## config.mk

```make
export PLATFORM = sky130hd
export DESIGN_NAME = gray_counter_flat
export DESIGN_NICKNAME = d
export VERILOG_FILES = /design/src/rtl/gray_counter_if.sv /design/src/rtl/gray_counter.sv /design/src/flat_wrapper.sv
export SDC_FILE = /design/constraint.sdc
export NUM_CORES = 1
export LEC_CHECK = 0
export CAP_MARGIN = 20
export CORE_AREA = 2 2 123 125
export CTS_CLUSTER_SIZE = 24
export DETAILED_ROUTE_END_ITERATION = 6
export DIE_AREA = 0 0 125 127
export HOLD_SLACK_MARGIN = 0.1
export PLACE_DENSITY = 0.6
export SLEW_MARGIN = 20
export SYNTH_ARGS = -nofsm -noshare
export SYNTH_HDL_FRONTEND = slang
export SYNTH_SLANG_ARGS = --single-unit
```

## constraint.sdc

```tcl
create_clock -name clk -period 2.65 [get_ports clk]
set_clock_uncertainty 0.15 [all_clocks]
set_input_delay 0.265 -clock clk [delete_from_list [all_inputs] [get_ports clk]]
set_output_delay 0.265 -clock clk [all_outputs]
set_load 0.01 [all_outputs]
```

## src/rtl/gray_counter_if.sv

```systemverilog
// gray_counter_if: control and output bundle of the Gray-code counter.
// The counter has no valid/ready handshake: en, load, load_gray (and up_dn
// when GRAY_COUNTER_UPDN_EN is defined) are sampled on every rising clk edge.
// gray_out, binary_out and wrap are driven straight from flops and are valid
// on every cycle after reset.
// Modports:
// - master: the user of the counter.
// - slave:  the counter itself.
interface gray_counter_if #(
  parameter int DATA_WIDTH = 32
);
  logic                  en;
  logic                  load;
  logic [DATA_WIDTH-1:0] load_gray;
`ifdef GRAY_COUNTER_UPDN_EN
  logic                  up_dn;
`endif
  logic [DATA_WIDTH-1:0] gray_out;
  logic [DATA_WIDTH-1:0] binary_out;
  logic                  wrap;

  modport master (
    output en,
    output load,
    output load_gray,
`ifdef GRAY_COUNTER_UPDN_EN
    output up_dn,
`endif
    input  gray_out,
    input  binary_out,
    input  wrap
  );

  modport slave (
    input  en,
    input  load,
    input  load_gray,
`ifdef GRAY_COUNTER_UPDN_EN
    input  up_dn,
`endif
    output gray_out,
    output binary_out,
    output wrap
  );
endinterface

```

## src/rtl/gray_counter.sv

```systemverilog
// gray_counter: registered Gray-code counter with parallel Gray-coded load.
//
// The counter keeps a binary count and registers its Gray encoding alongside
// it. Both registers are computed from the same next value, so gray_out and
// binary_out always describe the same count.
//
// Build option:
// - GRAY_COUNTER_UPDN_EN: adds the up_dn input (1 = up, 0 = down) and the
//   decrement path. Without it the counter is up-only.
//
// Priority on each edge is rst > load > en > hold. A load never raises wrap.
module gray_counter #(
  parameter int DATA_WIDTH = 32
) (
  input  logic             clk,
  input  logic             rst,
  gray_counter_if.slave    bus
);

  localparam logic [DATA_WIDTH-1:0] ONE = DATA_WIDTH'(1);

  logic [DATA_WIDTH-1:0] bin_q, bin_d;
  logic [DATA_WIDTH-1:0] gray_q, gray_d;
  logic                  wrap_q, wrap_d;

  logic [DATA_WIDTH-1:0] step_bin;
  logic                  step_wraps;
  logic [DATA_WIDTH-1:0] load_bin;

  // Next count for an en step and whether that step crosses the wrap boundary.
  always_comb begin
    step_bin   = bin_q + ONE;
    step_wraps = &bin_q;
`ifdef GRAY_COUNTER_UPDN_EN
    if (!bus.up_dn) begin
      step_bin   = bin_q - ONE;
      step_wraps = ~|bin_q;
    end
`endif
  end

  // Gray-to-binary decode of the load value: bit i is the XOR of all
  // load_gray bits from the MSB down to bit i.
  always_comb begin
    load_bin                 = '0;
    load_bin[DATA_WIDTH-1]   = bus.load_gray[DATA_WIDTH-1];
    for (int i = DATA_WIDTH - 2; i >= 0; i--) begin
      load_bin[i] = load_bin[i+1] ^ bus.load_gray[i];
    end
  end

  // Next-state selection: load beats en, and hold keeps the count.
  always_comb begin
    bin_d  = bin_q;
    gray_d = gray_q;
    wrap_d = 1'b0;
    if (bus.load) begin
      bin_d  = load_bin;
      gray_d = bus.load_gray;
    end else if (bus.en) begin
      bin_d  = step_bin;
      gray_d = step_bin ^ (step_bin >> 1);
      wrap_d = step_wraps;
    end
  end

  // State registers with synchronous active-high reset.
  always_ff @(posedge clk) begin
    if (rst) begin
      bin_q  <= '0;
      gray_q <= '0;
      wrap_q <= 1'b0;
    end else begin
      bin_q  <= bin_d;
      gray_q <= gray_d;
      wrap_q <= wrap_d;
    end
  end

  assign bus.gray_out   = gray_q;
  assign bus.binary_out = bin_q;
  assign bus.wrap       = wrap_q;

endmodule

```

## src/flat_wrapper.sv

```systemverilog
// flat-port wrapper written by rule: the top's interface ports become plain ports
module gray_counter_flat 
#(
  parameter int DATA_WIDTH = 32
)
  (clk, rst, bus_en, bus_load, bus_load_gray, bus_gray_out, bus_binary_out, bus_wrap);
  gray_counter_if #(.DATA_WIDTH(DATA_WIDTH)) bus_i ();
  input  logic clk;
  input  logic rst;
  input wire logic [$bits(bus_i.en)-1:0] bus_en;
  input wire logic [$bits(bus_i.load)-1:0] bus_load;
  input wire logic [$bits(bus_i.load_gray)-1:0] bus_load_gray;
  output wire logic [$bits(bus_i.gray_out)-1:0] bus_gray_out;
  output wire logic [$bits(bus_i.binary_out)-1:0] bus_binary_out;
  output wire logic [$bits(bus_i.wrap)-1:0] bus_wrap;
  assign bus_i.en = bus_en;
  assign bus_i.load = bus_load;
  assign bus_i.load_gray = bus_load_gray;
  assign bus_gray_out = bus_i.gray_out;
  assign bus_binary_out = bus_i.binary_out;
  assign bus_wrap = bus_i.wrap;
  gray_counter #(.DATA_WIDTH(DATA_WIDTH)) u_core (.clk(clk), .rst(rst), .bus(bus_i));
endmodule
```

==> reports/metrics.yaml <==
status: "finished clean"
critPathRequiredTime_ns: 2.76
diodes: 0
critPathKind: "in -> reg"
wirelength_um: 15500
syn2layout_area_growth_pct: 40.8
syn_avg_cell_area_um2: 7.78
gr-total-overflow: 0
slew_violations: 0
hold_viol: 0
grt_pass1_wl_um: 24800
yosys-top-cells-area: "dfxtp_1 26%, xnor2_1 13%, nor2_1 6.1%"
io_pins: 101
synthesis.area_um2: 4900
drt-pass1-iter-count: 4
synth_area_leader_cell: "dfxtp_1"
placed_area_um2: 6520
first_global_vias: 4803
ys_ff_latch: 64
grt_start_max_net_pins: 71
seq_area_frac_synth_pct: 26.2
core_um2: 14400
antenna_found_initial: 0
drive_gt1_share_pct: 15.6
cts_tree: "built"
r2r_cells: 9
clockRootBuffer: "clkbuf_16"
synth-xor-area-share_pct: 24.4
synth_compound_area_share_pct: 20.1
post_drt_wl_per_cell_um: 16.3
drv_cap: 0
rsz0062_at_grt: "false"
cts.sinks: 64
dr.first_iter.drc_count: 281
crit_fanout: 4
tightest_slew_ns: 0.647
yosysUniqueCellTypes: 54
ir_drop_mv: 0.370
max_freq_mhz: 388
synth_top_family_by_area: "XOR/XNOR gates"
die_w_um: 125
maxSlewHeadroom_pct: 56.8
crit_path_end_kind: "flop"
numCtsBuffers: 9
async_flop_share_pct: 0
initial_core_util_pct: 33.9
cts.htree.levels: 3
max-clock-path-buffers: 2
synth_nets: 666
die-area_um2: 15900
place_congestion: 0.846
hold-path-cell-count: 3
hold_path_class: "in -> reg"
synth_fa_ha_area_share_pct: 0.256
design_area_um2: 6900
ys.warnings.count: 0
yosys.area_share.simple_pct: 22.2
whs_ns: 0.0835
post-place-cells: 935
via_per_inst: 5.24
clk_latency_ns: 0.34
drc_errors: 0
postRouteAntennaNets: 0
cts_hold_buffers: 0
via_count: 4985
synth_cells: 629
finalNetCount: 802
clk_pin_slew_ns: 0.06
setup_viol: 0
synth_top_area_share_pct: 26.2
fp.dieH_um: 127
p_total_mw: 5.18
power_density_nw_per_um2: 751
grtUsageTotal_pct: 19.4
fin_setup_tns_ns: 0
io_buffers: 100
synth_edf_count: 0
p_leak_nw: 2.77
start_kind: "input pin"
finalCriticalPeriod_ns: 2.57
synthMuxAreaShare_pct: 1.64
synthFlopType: "dfxtp_1"
period_share_pct: 97.1
cp.arrival_ns: 2.68
rows: 44
place_hpwl_um: 11400
stdcell_count: 952
-- where the power goes --
group	switching [mW]	internal [mW]	total, mW
clock	0.452	0.701	1.15
combinational	1.30	1.45	2.75
sequential	0.138	1.14	1.27
-- area by class of cell --
class	count	area (um2)
inverters	12	45.0
clock buffers	14	274
multi-input cells	498	3440
well taps	184	230
fillers	1422	7530
flip-flops and latches	64	1280
repair buffers	180	1620
-- registers in the layout, indices dropped and copies added (netlist names) --
register,cells
u_core.bus.wrap,1
u_core.bus.gray_out,32
u_core.bus.binary_out,31
-- repair_timing --
item                                    CTS  global route
buffers inserted                          1             3
pin swaps                                 6            13
gates resized for setup                   5            13
endpoints found under the setup margin    7             7
-- final timing paths --
kind | startpoint | endpoint | slack, ns
worst min-delay path | bus_load_gray[31] | u_core.bus.gray_out[31] | 0.08
worst min register to register | u_core.bus.gray_out[27] | u_core.bus.gray_out[27] | 0.35
worst max-delay path | bus_load_gray[30] | u_core.bus.binary_out[0] | 0.08
worst max register to register | u_core.bus.binary_out[0] | u_core.bus.gray_out[16] | 0.13
-- critical path, stage by stage --
cell	delay (ns)
dlymetal6s2s_1	0.16
xnor2_2	0.15
xnor3_2	0.48
xnor3_2	0.45
buf_4	0.17
xnor3_2	0.44
xnor2_2	0.18
o211a_1	0.13
nor4_2	0.25
-- cell families (layout without fill, tap and decap cells) --
group | Yosys count | count (layout)
XOR/XNOR | 116 | 116
AND/OR/NAND/NOR | 225 | 225
flip-flops | 64 | 64
AO/OA/AOI/OAI | 148 | 148
buffers and inverters | 67 | 206
multiplexers | 8 | 8
adder cells (fa/ha/maj) | 1 | 1
-- layout by cell type (no fill, tap or decap), drive strengths merged, types with 7 or more instances in the layout --
cell,instances
clkdlybuf4s50,90
buf,83
nor2,80
xnor2,78
dfxtp,64
a21oi,53
nand2,48
a211oi,32
xor2,28
nand4,20
o21ai,15
clkbuf,15
nand3,14
nor3,13
inv,12
and3,11
a21o,10
mux2i,8
and2,7
xnor3,7
-- metrics by stage --
stage               utilization, %  setup WS (ns)
floorplan                        -        -0.0180
global placement              45.2         -0.413
detailed placement            45.2         -0.513
CTS                           47.4        0.00250
global route                  47.8        0.00808
finish                        47.8         0.0759
-- synthesized netlist by cell type (2+ instances only) --
master / count
xor3_1: 3
a21oi_1: 53
nor2b_1: 3
nor4_1: 4
a311oi_1: 2
a21o_1: 10
nand3b_1: 5
buf_1: 3
o221ai_1: 5
o22ai_1: 4
inv_1: 12
dfxtp_1: 64
xor2_1: 27
xnor2_1: 75
o21a_1: 2
xnor3_2: 4
nand2b_1: 4
nand2_1: 48
or3_1: 6
and2_1: 6
a31oi_1: 4
and4_1: 6
and3_1: 11
a211oi_2: 2
clkbuf_1: 51
a221oi_1: 5
nor3_1: 13
nand3_1: 14
nor2_1: 79
o21ai_0: 15
xnor3_1: 3
nand4_1: 20
xnor2_2: 3
a211o_1: 6
o2111a_1: 2
mux2i_1: 8
a211oi_1: 30
-- per-layer routing --
| layer | global-route usage (%) | vias to the layer above | share of wire (%) |
|---|---|---|---|
| met5 | 0 | - | 0 |
| met4 | 6.86 | 0 | 1.7 |
| met3 | 3.35 | 18 | 4.0 |
| met2 | 34.7 | 115 | 50 |
| met1 | 23.4 | 2370 | 44 |
| li1 | - | 2482 | - |
Power figures use the tool's default switching activity.
